<file path="config.mk">
export PLATFORM = sky130hd
export DESIGN_NAME = complement_restore_unit
export DESIGN_NICKNAME = d
export VERILOG_FILES = /design/src/rtl/complement_restore_unit.sv
export SDC_FILE = /design/constraint.sdc
export NUM_CORES = 1
export LEC_CHECK = 0
export CAP_MARGIN = 20
export CELL_PAD_IN_SITES_DETAIL_PLACEMENT = 1
export CELL_PAD_IN_SITES_GLOBAL_PLACEMENT = 1
export CORE_MARGIN = 8
export CORE_UTILIZATION = 40
export DETAILED_ROUTE_END_ITERATION = 8
export GPL_TIMING_DRIVEN = 0
export PLACE_DENSITY_LB_ADDON = 0.1
export SLEW_MARGIN = 30
export SYNTH_ARGS = -nofsm -noshare
export SYNTH_HDL_FRONTEND = slang
export SYNTH_SLANG_ARGS = --single-unit
</file>
<file path="constraint.sdc">
create_clock -name clk -period 1.9 [get_ports clk]
set_input_delay 0.38 -clock clk [delete_from_list [all_inputs] [get_ports clk]]
set_output_delay 0.38 -clock clk [all_outputs]
set_load 0.01 [all_outputs]
</file>
<file path="src/rtl/complement_restore_unit.sv">
`default_nettype none
// ============================================================================
// Module  : complement_restore_unit
// Brief   : Restores one's/two's-complemented words and queues them in a
//           small valid/ready FIFO together with an overflow flag.
// Revision: 1.0 - initial release
// ============================================================================
module complement_restore_unit #(
    parameter int WIDTH = 4,
    parameter int DEPTH = 4,
    parameter int CW    = 3
) (
    input  logic             clk,
    input  logic             rst_n,
    input  logic             in_valid,
    output logic             in_ready,
    input  logic [WIDTH-1:0] in_data,
    input  logic             in_mode,
    output logic             out_valid,
    input  logic             out_ready,
    output logic [WIDTH-1:0] out_data,
    output logic             out_ovf,
    output logic [CW-1:0]    level
);

    localparam int AW = $clog2(DEPTH);
    localparam logic [CW-1:0]    c_full     = CW'(DEPTH);
    localparam logic [WIDTH-1:0] c_most_neg = {1'b1, {(WIDTH-1){1'b0}}};
    localparam logic [WIDTH-1:0] c_one      = {{(WIDTH-1){1'b0}}, 1'b1};

    logic [WIDTH:0]  r_mem [DEPTH];
    logic [AW-1:0]   r_wptr;
    logic [AW-1:0]   r_rptr;
    logic [CW-1:0]   r_level;
    logic            r_alive;

    logic [WIDTH-1:0] w_inv;
    logic [WIDTH-1:0] w_restored;
    logic             w_ovf;
    logic             w_push;
    logic             w_pop;

    assign w_inv      = ~in_data;
    assign w_restored = in_mode ? (w_inv + c_one) : w_inv;
    // Only the most-negative two's-complement value has no positive counterpart
    assign w_ovf      = in_mode & (in_data == c_most_neg);

    // r_alive holds in_ready low until the first clock after reset release
    assign in_ready  = r_alive & (r_level != c_full);
    assign out_valid = (r_level != '0);
    assign w_push    = in_valid & in_ready;
    assign w_pop     = out_valid & out_ready;

    assign out_data  = r_mem[r_rptr][WIDTH-1:0];
    assign out_ovf   = r_mem[r_rptr][WIDTH];
    assign level     = r_level;

    always_ff @(posedge clk or negedge rst_n) begin
        if (!rst_n) begin
            r_wptr  <= '0;
            r_rptr  <= '0;
            r_level <= '0;
            r_alive <= 1'b0;
            for (int i = 0; i < DEPTH; i++) begin
                r_mem[i] <= '0;
            end
        end else begin
            r_alive <= 1'b1;
            if (w_push) begin
                r_mem[r_wptr] <= {w_ovf, w_restored};
                r_wptr        <= r_wptr + 1'b1;
            end
            if (w_pop) begin
                r_rptr <= r_rptr + 1'b1;
            end
            case ({w_push, w_pop})
                2'b10:   r_level <= r_level + 1'b1;
                2'b01:   r_level <= r_level - 1'b1;
                default: r_level <= r_level;
            endcase
        end
    end

endmodule
`default_nettype wire

</file>
==> impl_metrics.ini <==
[route]
drc_errors = 0
drt-met1-wl_um = 1382
highest_layer = met4
viasPerCell = 4.818
drt_wl_total_um = 3037
ant_nets = 0
first_iter_violations = 26
wl_per_cell_um = 16.78
route.vias.total = 872
drtPass1Iterations = 3
wl_met2_um = 1529
met3RoutedLength_um = 102

[yosys]
synthMuxAreaShare = 0.2437
synth_compound_area_frac = 0.01383
synth_cell_type_count = 22
yosys.area_share.adder = 0.06569
ys_ff_latch = 28
syn_area_per_cell_um2 = 14.48
synthTopCellsByCount = dfrtp_1, mux2_1, inv_1
synth_top_family_by_area = multiplexers
netlist.top_cell.by_area = dfrtp_1
synth-simple-area-share = 0.1089
async_flop_share = 1.000
post-synth-top-count-cell = dfrtp_1
syn_nets = 116
synth_edf_count = 0
netlist_instances = 100
yosysWarningCount = 0
yosysSeqAreaShare = 0.4840
yosys-top-cells-area = dfrtp_1, mux2_1, mux4_2
synth-xor-area-share = 0.05445
netlist_area_um2 = 1448
ys.flop_type = dfrtp_1
synth_top_area_frac = 0.4840

[setup_path]
cp_max_fo = 3
path_class = reg -> reg
rr_endpoint = level[2]
critPathRequiredTime_ns = 2.15
crit_chain = nor3b_4 -> buf_6 -> nor2_4 -> inv_1 -> ha_2 -> inv_2 -> fa_2 -> xor2_1 -> nor2_1 -> xor2_1
regToRegStartpoint = level[0]
cp_slowest_stage_delay_ns = 0.46
rr_worst_depth = 10
critPathMostFrequentCell = xor2_1
reg2reg_slack_ns = -0.09
start_kind = flop
cpMaxStageDelayCell = dfrtp_2
end_kind = flop
worstPathArrival_ns = 2.25

[final_layout]
num-fill-cells = 373
area.growth.synth_to_final_pct = 26.02
fin_nets = 150
finalCoreUtilization = 0.5098
drive_above_1_share = 0.3459
final_area_um2 = 1824
num_antenna_cells = 0

[timing]
drv_slew = 0
finalSetupViolCount = 1
layout_min_cycle_time_ns = 1.991
timing.setup.tns_ns = -0.09099
fin_skew_ns = 0.003048
final_hold_viol_count = 0
timing.final.crit_share = 1.048
setup_slack_ns = -0.09099
rsz0062_at_grt = true
max_slew_margin = 0.5802
fmax_mhz = 502.3
tightest_slew_ns = 0.6297

[power]
leakagePower_nw = 0.8191
power.density_nw_per_um2 = 1501
ir_worst_vdd_mv = 0.7137

[floorplan]
rows = 22
dieHeight_um = 76.16
core-area_um2 = 3578
start_util = 0.4045
die_area_um2 = 5800
die_w_um = 76.16
ios = 19

[clocking]
clockBufferDepth = 2
root_buffer = clkbuf_4
hold_buffers = 0
htreeDepth = 1
clk_latency_ns = 0.32
cts_tree = done
cts.sinks = 28
path_clk_slew_ns = 0.16
cts_buffers = 3

[place]
io_buffers = 18
dp_hpwl_um = 2149
placed_cell_area_um2 = 1689
gp_congestion = 0.6620

[global_routing]
grt_pass1_vias = 1033
grt.total_usage = 0.1117
overflow = 0
grt_max_degree = 29
grt_pass1_wl_um = 5299
antenna_found_initial = 0

[worst_hold_path]
hold_class = in -> async

[status]
status = finished with violations
violations = setup timing

[flow_run]
max_cap_violations = 0
## how the worst max path moves through the flow
stage               end      from  cells after the start
6_report       level[2]  level[0]                     10
5_1_grt        level[2]  level[0]                     10
2_1_floorplan  level[2]  level[0]                      9
3_3_place_gp   level[2]  in_valid                     10
3_5_place_dp   level[2]  in_valid                     10
4_1_cts        level[2]  level[1]                     10
## timing repair
item / CTS / global route
buffers inserted: 10 / 2
hold endpoints to repair: 0 / 0
pin swaps: 3 / 2
endpoints found under the setup margin: 9 / 9
gates resized for setup: 31 / 9
## sequential cells by signal, summed over array words and instances (netlist names)
signal	cells
level	3
r_alive	1
r_mem	20
r_rptr	2
r_wptr	2
## critical path: cells and delay by family, from the launching register on
kind	cells	cell delay, ns
adders and majority gates	2	0.51
DFF	1	0.46
and+or+nand+nor	3	0.39
xor gates and xnor gates	2	0.32
buffers and inverters	3	0.25
## report_power, final
group          internal, mW  leakage (nW)  switching (mW)
combinational         0.837         0.457           0.564
sequential            0.860         0.341           0.181
clock                 0.117        0.0210           0.179
total                  1.81         0.819           0.924
## per-layer routing
metal,global-route usage,up-vias
met5,0,-
met1,0.1386,442
li1,-,412
met4,0.02885,0
met3,0.02241,2
met2,0.1919,16
## cell type report
type | instances | area, um^2 | area share
inverters | 8 | 30.03 | 0.01646
repair buffers | 30 | 259.0 | 0.1420
multi-input cells | 62 | 724.4 | 0.3971
well taps | 48 | 60.06 | 0.03292
clock buffers | 4 | 36.28 | 0.01989
flip-flops and latches | 28 | 703.2 | 0.3855
plain buffers | 1 | 11.26 | 0.006173
## kinds of logic (layout without fill, tap and decap cells)
family                   after synthesis  count (layout)
AO/OA/AOI/OAI                          3               3
XOR/XNOR                               9               9
adder cells (fa/ha/maj)                7               7
buffers and inverters                 10              43
flip-flops                            28              28
multiplexers                          26              26
other                                  1               1
AND/OR/NAND/NOR                       16              16
## cell usage in the layout, fill, tap and decap left out, drive strengths merged
master | netlist | layout
dfrtp | 28 | 28
mux2 | 21 | 21
buf | 2 | 21
clkdlybuf4s50 | 0 | 10
inv | 8 | 8
ha | 6 | 6
nor3b | 5 | 5
mux4 | 5 | 5
xnor2 | 5 | 5
nand2 | 5 | 5
xor2 | 4 | 4
clkbuf | 0 | 4
nor2 | 2 | 2
o21ai | 2 | 2
o31a | 1 | 1
or3 | 1 | 1
and2b | 1 | 1
nor4b | 1 | 1
and4b | 1 | 1
fa | 1 | 1
conb | 1 | 1
## stage by stage
step           hold slack, ns  worst slack, ns  total power [mW]  instances
2_1_floorplan         0.08441          -0.2053             1.813        100
3_3_place_gp           0.4627          -0.4663             2.243        166
3_5_place_dp           0.4496          -0.5289             2.307        166
6_report              0.04817         -0.09099             2.739        181
5_1_grt               0.08862          -0.2084             2.954        181
4_1_cts               0.08059          -0.1025             2.649        179
No activity file was read; power rests on OpenSTA's default activity.
